### src/rtl/gemmini_pkg.sv
// Shared widths and the per-column PE control bundle for the mesh front end.
package gemmini_pkg;

    localparam int A_W  = 8;
    localparam int BD_W = 20;
    localparam int ID_W = 3;
    localparam int SH_W = 5;

    typedef struct packed {
        logic [ID_W-1:0] id;
        logic            last;
        logic            dataflow;
        logic            propagate;
        logic [SH_W-1:0] shift;
    } pe_ctrl_t;

    localparam int CTRL_W = $bits(pe_ctrl_t);

endpackage

### src/rtl/mesh_input_skew_lane.sv
// Valid+payload shift chain of fixed depth; payload is forced to zero on bubbles.
module skew_lane #(
    parameter int W     = 8,
    parameter int DEPTH = 1
) (
    input  logic         clk,
    input  logic         rst,
    input  logic         in_valid,
    input  logic [W-1:0] in_data,
    output logic         out_valid,
    output logic [W-1:0] out_data
);

    logic [DEPTH-1:0]        valid_q;
    logic [DEPTH-1:0][W-1:0] data_q;

    always_ff @(posedge clk) begin
        if (rst) begin
            valid_q <= '0;
            data_q  <= '0;
        end else begin
            valid_q[0] <= in_valid;
            data_q[0]  <= in_valid ? in_data : '0;
            for (int i = 1; i < DEPTH; i++) begin
                valid_q[i] <= valid_q[i-1];
                data_q[i]  <= data_q[i-1];
            end
        end
    end

    assign out_valid = valid_q[DEPTH-1];
    assign out_data  = data_q[DEPTH-1];

endmodule

### src/rtl/mesh_input_skew.sv
// Staggers each accepted row so lane i reaches the mesh i+1 cycles later,
// and holds off the next tile until the last row has fully left the chains.
module mesh_input_skew #(
    parameter int DIM  = 4,
    parameter int A_W  = gemmini_pkg::A_W,
    parameter int BD_W = gemmini_pkg::BD_W,
    parameter int ID_W = gemmini_pkg::ID_W,
    parameter int SH_W = gemmini_pkg::SH_W
) (
    input  logic                clk,
    input  logic                rst,
    input  logic                in_valid,
    output logic                in_ready,
    input  logic [DIM*A_W-1:0]  in_a,
    input  logic [DIM*BD_W-1:0] in_b,
    input  logic [DIM*BD_W-1:0] in_d,
    input  logic [ID_W-1:0]     in_id,
    input  logic                in_last,
    input  logic                in_dataflow,
    input  logic                in_propagate,
    input  logic [SH_W-1:0]     in_shift,
    output logic [DIM-1:0]      out_a_valid,
    output logic [DIM*A_W-1:0]  out_a,
    output logic [DIM-1:0]      out_bd_valid,
    output logic [DIM*BD_W-1:0] out_b,
    output logic [DIM*BD_W-1:0] out_d,
    output logic [DIM*ID_W-1:0] out_id,
    output logic [DIM-1:0]      out_last,
    output logic [DIM-1:0]      out_dataflow,
    output logic [DIM-1:0]      out_propagate,
    output logic [DIM*SH_W-1:0] out_shift,
    output logic                drained
);

    import gemmini_pkg::*;

    localparam int   CNT_W    = (DIM > 1) ? $clog2(DIM) : 1;
    localparam int   BD_LW    = 2*BD_W + CTRL_W;
    localparam logic ONE_LANE = (DIM == 1);

    logic [CNT_W-1:0] drain_cnt;
    logic             drained_q;
    logic             fire;
    pe_ctrl_t         in_ctrl;

    assign in_ready = (drain_cnt == '0);
    assign fire     = in_valid && in_ready;
    assign drained  = drained_q;

    assign in_ctrl = '{id: in_id, last: in_last, dataflow: in_dataflow,
                       propagate: in_propagate, shift: in_shift};

    // drained lines up with the last row's final lane leaving column DIM-1
    always_ff @(posedge clk) begin
        if (rst) begin
            drain_cnt <= '0;
            drained_q <= 1'b0;
        end else begin
            drained_q <= (drain_cnt == CNT_W'(1)) || (fire && in_last && ONE_LANE);
            if (fire && in_last)
                drain_cnt <= CNT_W'(DIM - 1);
            else if (drain_cnt != '0)
                drain_cnt <= drain_cnt - CNT_W'(1);
        end
    end

    for (genvar i = 0; i < DIM; i++) begin : g_lane
        logic [BD_LW-1:0] bd_out;
        pe_ctrl_t         lane_ctrl;

        skew_lane #(.W(A_W), .DEPTH(i+1)) u_a (
            .clk       (clk),
            .rst       (rst),
            .in_valid  (fire),
            .in_data   (in_a[i*A_W +: A_W]),
            .out_valid (out_a_valid[i]),
            .out_data  (out_a[i*A_W +: A_W])
        );

        skew_lane #(.W(BD_LW), .DEPTH(i+1)) u_bd (
            .clk       (clk),
            .rst       (rst),
            .in_valid  (fire),
            .in_data   ({in_b[i*BD_W +: BD_W], in_d[i*BD_W +: BD_W], in_ctrl}),
            .out_valid (out_bd_valid[i]),
            .out_data  (bd_out)
        );

        assign lane_ctrl                  = bd_out[CTRL_W-1:0];
        assign out_b[i*BD_W +: BD_W]      = bd_out[CTRL_W+BD_W +: BD_W];
        assign out_d[i*BD_W +: BD_W]      = bd_out[CTRL_W +: BD_W];
        assign out_id[i*ID_W +: ID_W]     = lane_ctrl.id;
        assign out_last[i]                = lane_ctrl.last;
        assign out_dataflow[i]            = lane_ctrl.dataflow;
        assign out_propagate[i]           = lane_ctrl.propagate;
        assign out_shift[i*SH_W +: SH_W]  = lane_ctrl.shift;
    end

endmodule
### config.mk
export PLATFORM = sky130hd
export DESIGN_NAME = mesh_input_skew
export DESIGN_NICKNAME = d
export VERILOG_FILES = /design/src/rtl/gemmini_pkg.sv /design/src/rtl/mesh_input_skew_lane.sv /design/src/rtl/mesh_input_skew.sv
export SDC_FILE = /design/constraint.sdc
export NUM_CORES = 1
export LEC_CHECK = 0
export ABC_AREA = 1
export BUFFER_PORTS_ARGS = -buffer_cell sky130_fd_sc_hd__clkbuf_2
export CORE_MARGIN = 2
export CORE_UTILIZATION = 50
export CTS_CLUSTER_DIAMETER = 150
export DETAILED_ROUTE_END_ITERATION = 12
export PLACE_DENSITY = 0.77
export SLEW_MARGIN = 20
export SYNTH_ARGS = -nofsm -noshare
export SYNTH_HDL_FRONTEND = slang
export SYNTH_SLANG_ARGS = --single-unit
### constraint.sdc
create_clock -name clk -period 2.8 [get_ports clk]
set_input_delay 0.7 -clock clk [delete_from_list [all_inputs] [get_ports clk]]
set_output_delay 0.7 -clock clk [all_outputs]
set_load 0.01 [all_outputs]
; ---- Word-level counts from Yosys, hierarchy flattened
; Index checks and enable logic that the tools add are counted.
[totals]
ff_bits = 612
out_inout_bits = 246
inputBits = 206
wordCells = 40
[classes]
n_eq_ne = 1
bitwise = 1
reduce_logical = 6
n_mux = 2
n_addsub = 1
[op_table]
columns = operator, count
row1 = 2-to-1 mux 2 bit, 2
row2 = nonzero test 2 bit, 2
row3 = "== test 2 x 1 -> 1 bit, second input constant", 1
row4 = logical AND 1 bit, 2
row5 = zero test 2 bit, 1
row6 = OR reduction 2 bit, 1
row7 = "subtractor 2 x 1 -> 2 bit, second input constant", 1
row8 = inverter 1 bit, 1

; ---- Longest topological paths before layout
[depth]
depth_word = 4
ltp_mapped = 6

; ---- Hierarchy
; Synthesis repeated with hierarchy kept, for this count alone.
[unflattened]
hier_cells = 2096
hier_area_um2 = 19134.6
[by_module_without_submodules]
columns = module, cells_per_inst, area_each_um2, instances, seq_area_each_um2
row1 = skew_lane (g_lane[3].u_bd), 698, 6296.0, 1, 4164.0
row2 = skew_lane (g_lane[2].u_bd), 537, 4873.4, 1, 3123.0
row3 = skew_lane (g_lane[1].u_bd), 375, 3472.1, 1, 2082.0
row4 = skew_lane (g_lane[0].u_bd), 162, 1521.5, 1, 1041.0
row5 = skew_lane (g_lane[3].u_a), 120, 1096.1, 1, 720.7
row6 = skew_lane (g_lane[2].u_a), 92, 840.8, 1, 540.5
row7 = skew_lane (g_lane[1].u_a), 64, 619.3, 1, 360.3
row8 = skew_lane (g_lane[0].u_a), 28, 259.0, 1, 180.2
row9 = mesh_input_skew, 20, 156.4, 1, 60.1

; ---- Worst setup path before layout
; Ideal clock, no wire load.
[synth_path]
path_kind = register to output
startpoint = register drain_cnt[0]
endpoint = output in_ready
arrival_ns = 0.660
slack_ns = 1.440
required_ns = 2.100
path_buffers = 0
path_stages_with_launch = 3
path_cell_list = dfxtp_1 inv_1 ha_1
[synth_via]
elab_chain_cells = 1
[synth_lines]
columns = element, line_no
row1 = "start, declared", mesh_input_skew.sv:41  ; logic [CNT_W-1:0] drain_cnt;
row2 = "start signal, assigned", mesh_input_skew.sv:61  ; drain_cnt <= CNT_W'(DIM - 1);
row3 = "start signal, assigned", mesh_input_skew.sv:63  ; drain_cnt <= drain_cnt - CNT_W'(1);
row4 = zero test 2 bit, mesh_input_skew.sv:46  ; assign in_ready = (drain_cnt == '0);
row5 = "end, declared", mesh_input_skew.sv:13  ; output logic in_ready,
; No other way between the ends.

; ---- Worst setup path in the final report
; Ends and elaborated chain as after synthesis.

==> metrics list <==
- The floorplan step defined a die boundary enclosing 34600 um^2.
- The design draws 16.8 mW.
- Detailed Route WL: around 30 mm
* Post-synth top cells: 532 x sky130_fd_sc_hd__inv_1, 531 x sky130_fd_sc_hd__dfxtp_1, 529 x sky130_fd_sc_hd__nor2_1
- Clock-pin slew was measured on the worst setup and hold paths at 60 ps.
- # Max-Cap Violations: 0
* Distinct cells, synth: 13
- In the post-route analysis, the smallest setup slack over all paths is 629 ps.
* Final nets: around 2300
* Pin count of the biggest net entering global routing: roughly 220
- The H-tree was split into 2 levels.
* Achievable Freq: 0.461 GHz
- Once placement finished, the instance area stood at between 15000 and 20000 um^2.
- Counting every net in the synthesized netlist gives 2066.
* Overall via count from detail_route: approximately 10000
- The clock passes through at most 3 buffers.
- After routing the design area is just under 20000 um^2.
- The number of setup buffers added after CTS is 0.
- For this block, the initial DRC count from the detailed router was 305.
* Proportion of synthesized chip area in sequential cells: 0.642
- Global placement routability congestion: between 0.8 and 0.9
* Number of I/O pins: between 400 and 500
* Setup clock skew after layout: between 10 and 15 ps
* Most frequent cell after synthesis: sky130_fd_sc_hd__inv_1
- Setup repair after global routing left no endpoint under its margin.
- The number of antenna diodes in the final layout is 0.
- The wire-length estimate of the detail-placed layout is 21.2 mm.
* Register bit total from synthesis: between 500 and 600
- In the final layout, the share of cells above drive strength 1 is 0.255.
- The tightest min-delay check is of the in2reg type.
* Cts repair resizes: 0
* Quantity of I/O buffers inserted on ports: 451
- At the worst endpoint, the required time is 2100 ps.
* Slew at the pin closest to its max-slew limit: 1100 ps
* Global-route usage over all layers: 0.170
- Core outline area: around 33000 um^2
- In this run the tightest slew margin relative to its limit is 0.267.
- The worst path needs approximately 2200 ps of the cycle, external delays included.
- The worst register-to-register path ends at g_lane[0].u_bd.out_data[37].
- Post-synthesis area per instance: 8.91 um^2
- The first global-routing pass estimated about 47 mm of wire.
* Vias in the first global route: 10000
* Final worst-path cycle share: 0.775
* Reg2reg setup slack: 820 ps
- Power Density: 860 nW/um^2
* TritonCTS clock tree: yes
* Largest driver fanout on the critical path: 7
- Hold is met by between 300 and 400 ps.
- Data arrives at the worst endpoint at 1470 ps.
* Final total negative setup slack: 0 ps
- Of the post-synthesis cell area, the dominant cell type holds 0.642.
- After synthesis, the share of flip-flops with an asynchronous set or reset is 0.
- Gate Count Post-Synth: 1858
* Leakage power summed over all cells: between 9 and 10 nW
- Final-report hold violation count: 0
* Hold Path Origin: in_d[37]
* Endpoint, Worst Hold: g_lane[1].u_bd.data_q[28]
- Counting every sink on the clock net gives 531.
* CTS Root Buffer Type: sky130_fd_sc_hd__clkbuf_16
- Number of warnings issued by yosys: 0
- First-pass DRT Iterations: 6
- In this run the critical register-to-register path is launched from drain_cnt[0].
- Vias per cell: 3.95
- Height of the die: 186 um
* Category of the worst setup path capture point: output pin
* Leading register cell type out of synthesis: sky130_fd_sc_hd__dfxtp_1
- At the placement stage, the worst setup path has a slack of roughly 690 ps.
- Counting cells, the worst reg-to-reg path comes to 5.
* Area delta synth->final: 18.0%
- Summing every instance area after synthesis gives 16600 um^2.
- Initial antenna violation count: 0
- The total overflow left after global routing is 0.
- The count of nets left with antenna violations once routing finished came out at 0.
* Run status: finished clean
- IR analysis of the VDD net gives a maximum drop of 626 uV.
* Sort of element at the start of the critical path: register
* WS Path Type: reg2out
- Count of hold buffers inserted by post-cts repair: 0
* Routed length per placed instance: 11.6 um
- Remaining routing DRC violations: 0
* Final setup violation count: 0
- The floorplan has 66 rows.
* Floorplan die width: 186 um
- For this configuration, the core starts out at a cell density of 0.509.
- The final max-slew violation count was 0.
* Number of cells on the worst hold path: 3
- For the worst-skew pair, the clock arrives at the later sink with an insertion delay of 540 ps.
- Counting flops with a built-in enable in the synthesized netlist gives 0.
- Library cell with the largest summed area after synthesis: sky130_fd_sc_hd__dfxtp_1
* Num CTS Buffers: 50
- Leading post-synthesis cells by cell area: sky130_fd_sc_hd__dfxtp_1 64%, sky130_fd_sc_hd__inv_1 12%, sky130_fd_sc_hd__nor2_1 12%
==> report_power, final <==
| group | leakage [nW] | internal [mW] | switching (mW) |
|---|---|---|---|
| registers | 4.30 | 8.06 | 0.150 |
| logic | 4.61 | 0.488 | 0.778 |
| clock network | 0.909 | 4.57 | 2.75 |
==> cell usage in the layout, fill, tap and decap left out <==
master                       instances
sky130_fd_sc_hd__dfxtp_1           531
sky130_fd_sc_hd__nand3_4             1
sky130_fd_sc_hd__buf_4              13
sky130_fd_sc_hd__ha_1                2
sky130_fd_sc_hd__nand3_1             2
sky130_fd_sc_hd__buf_8               1
sky130_fd_sc_hd__buf_12              3
sky130_fd_sc_hd__clkbuf_8           10
sky130_fd_sc_hd__clkbuf_1            9
sky130_fd_sc_hd__nor2_1            529
sky130_fd_sc_hd__bufinv_16           9
sky130_fd_sc_hd__a21boi_0            1
sky130_fd_sc_hd__a21oi_1             1
sky130_fd_sc_hd__clkinv_2            7
sky130_fd_sc_hd__nand2_1             5
sky130_fd_sc_hd__clkinv_4            3
sky130_fd_sc_hd__inv_8               1
sky130_fd_sc_hd__inv_1             532
sky130_fd_sc_hd__clkbuf_16          53
sky130_fd_sc_hd__clkinvlp_4          2
sky130_fd_sc_hd__clkbuf_2          450
==> flip-flops by register name, summed over array words and instances, names as in the netlist <==
register,cells
drain_cnt,2
g_lane.u_bd.data_q,273
drained,1
g_lane.u_a.data_q,48
g_lane.u_a.out_data,32
g_lane.u_bd.out_data,171
g_lane.u_bd.valid_q,4
==> metrics by stage <==
step / utilization / cells
after global routing: 0.600 / 2607
after detailed placement: 0.543 / 2513
after CTS: 0.600 / 2607
after floorplan: - / 1858
final: 0.600 / 2607
after global placement: 0.543 / 2513
==> area by class of cell <==
cell class | count | area (um^2)
clock buffers | 72 | 1500
clock inverters | 22 | 358
fillers | 2710 | 13000
inverters | 532 | 2000
multi-input cells | 541 | 2070
flip-flops and latches | 531 | 10600
well taps | 442 | 553
repair buffers | 467 | 2420
==> critical path, cell delays in order (launching register included) <==
cell and delay (ps):
sky130_fd_sc_hd__dfxtp_1 330, sky130_fd_sc_hd__inv_1 80, sky130_fd_sc_hd__ha_1 330, sky130_fd_sc_hd__clkbuf_2 200
==> metal layers <==
metal	global-route usage	share of wire	vias to the layer above
li1	-	-	5382
met1	0.186	0.39	4526
met2	0.308	0.50	312
met3	0.0497	0.073	66
met4	0.0646	0.032	0
met5	0	0	-
==> worst max-delay path by stage <==
stage                      start                          end  cells past startpoint
floorplan           drain_cnt[0]                     in_ready                      2
global placement             rst  g_lane[0].u_bd.out_data[46]                      5
detailed placement           rst  g_lane[0].u_bd.out_data[37]                      5
CTS                 drain_cnt[0]                     in_ready                      3
global route        drain_cnt[1]                     in_ready                      3
finish              drain_cnt[0]                     in_ready                      3
==> kinds of logic after synthesis <==
logic type / share of synthesized area
compound gates: 0.000756
fa+ha+maj: 0.00151
flops: 0.642
buf+inv: 0.233
simple gates: 0.122
Power figures use the tool's default switching activity.
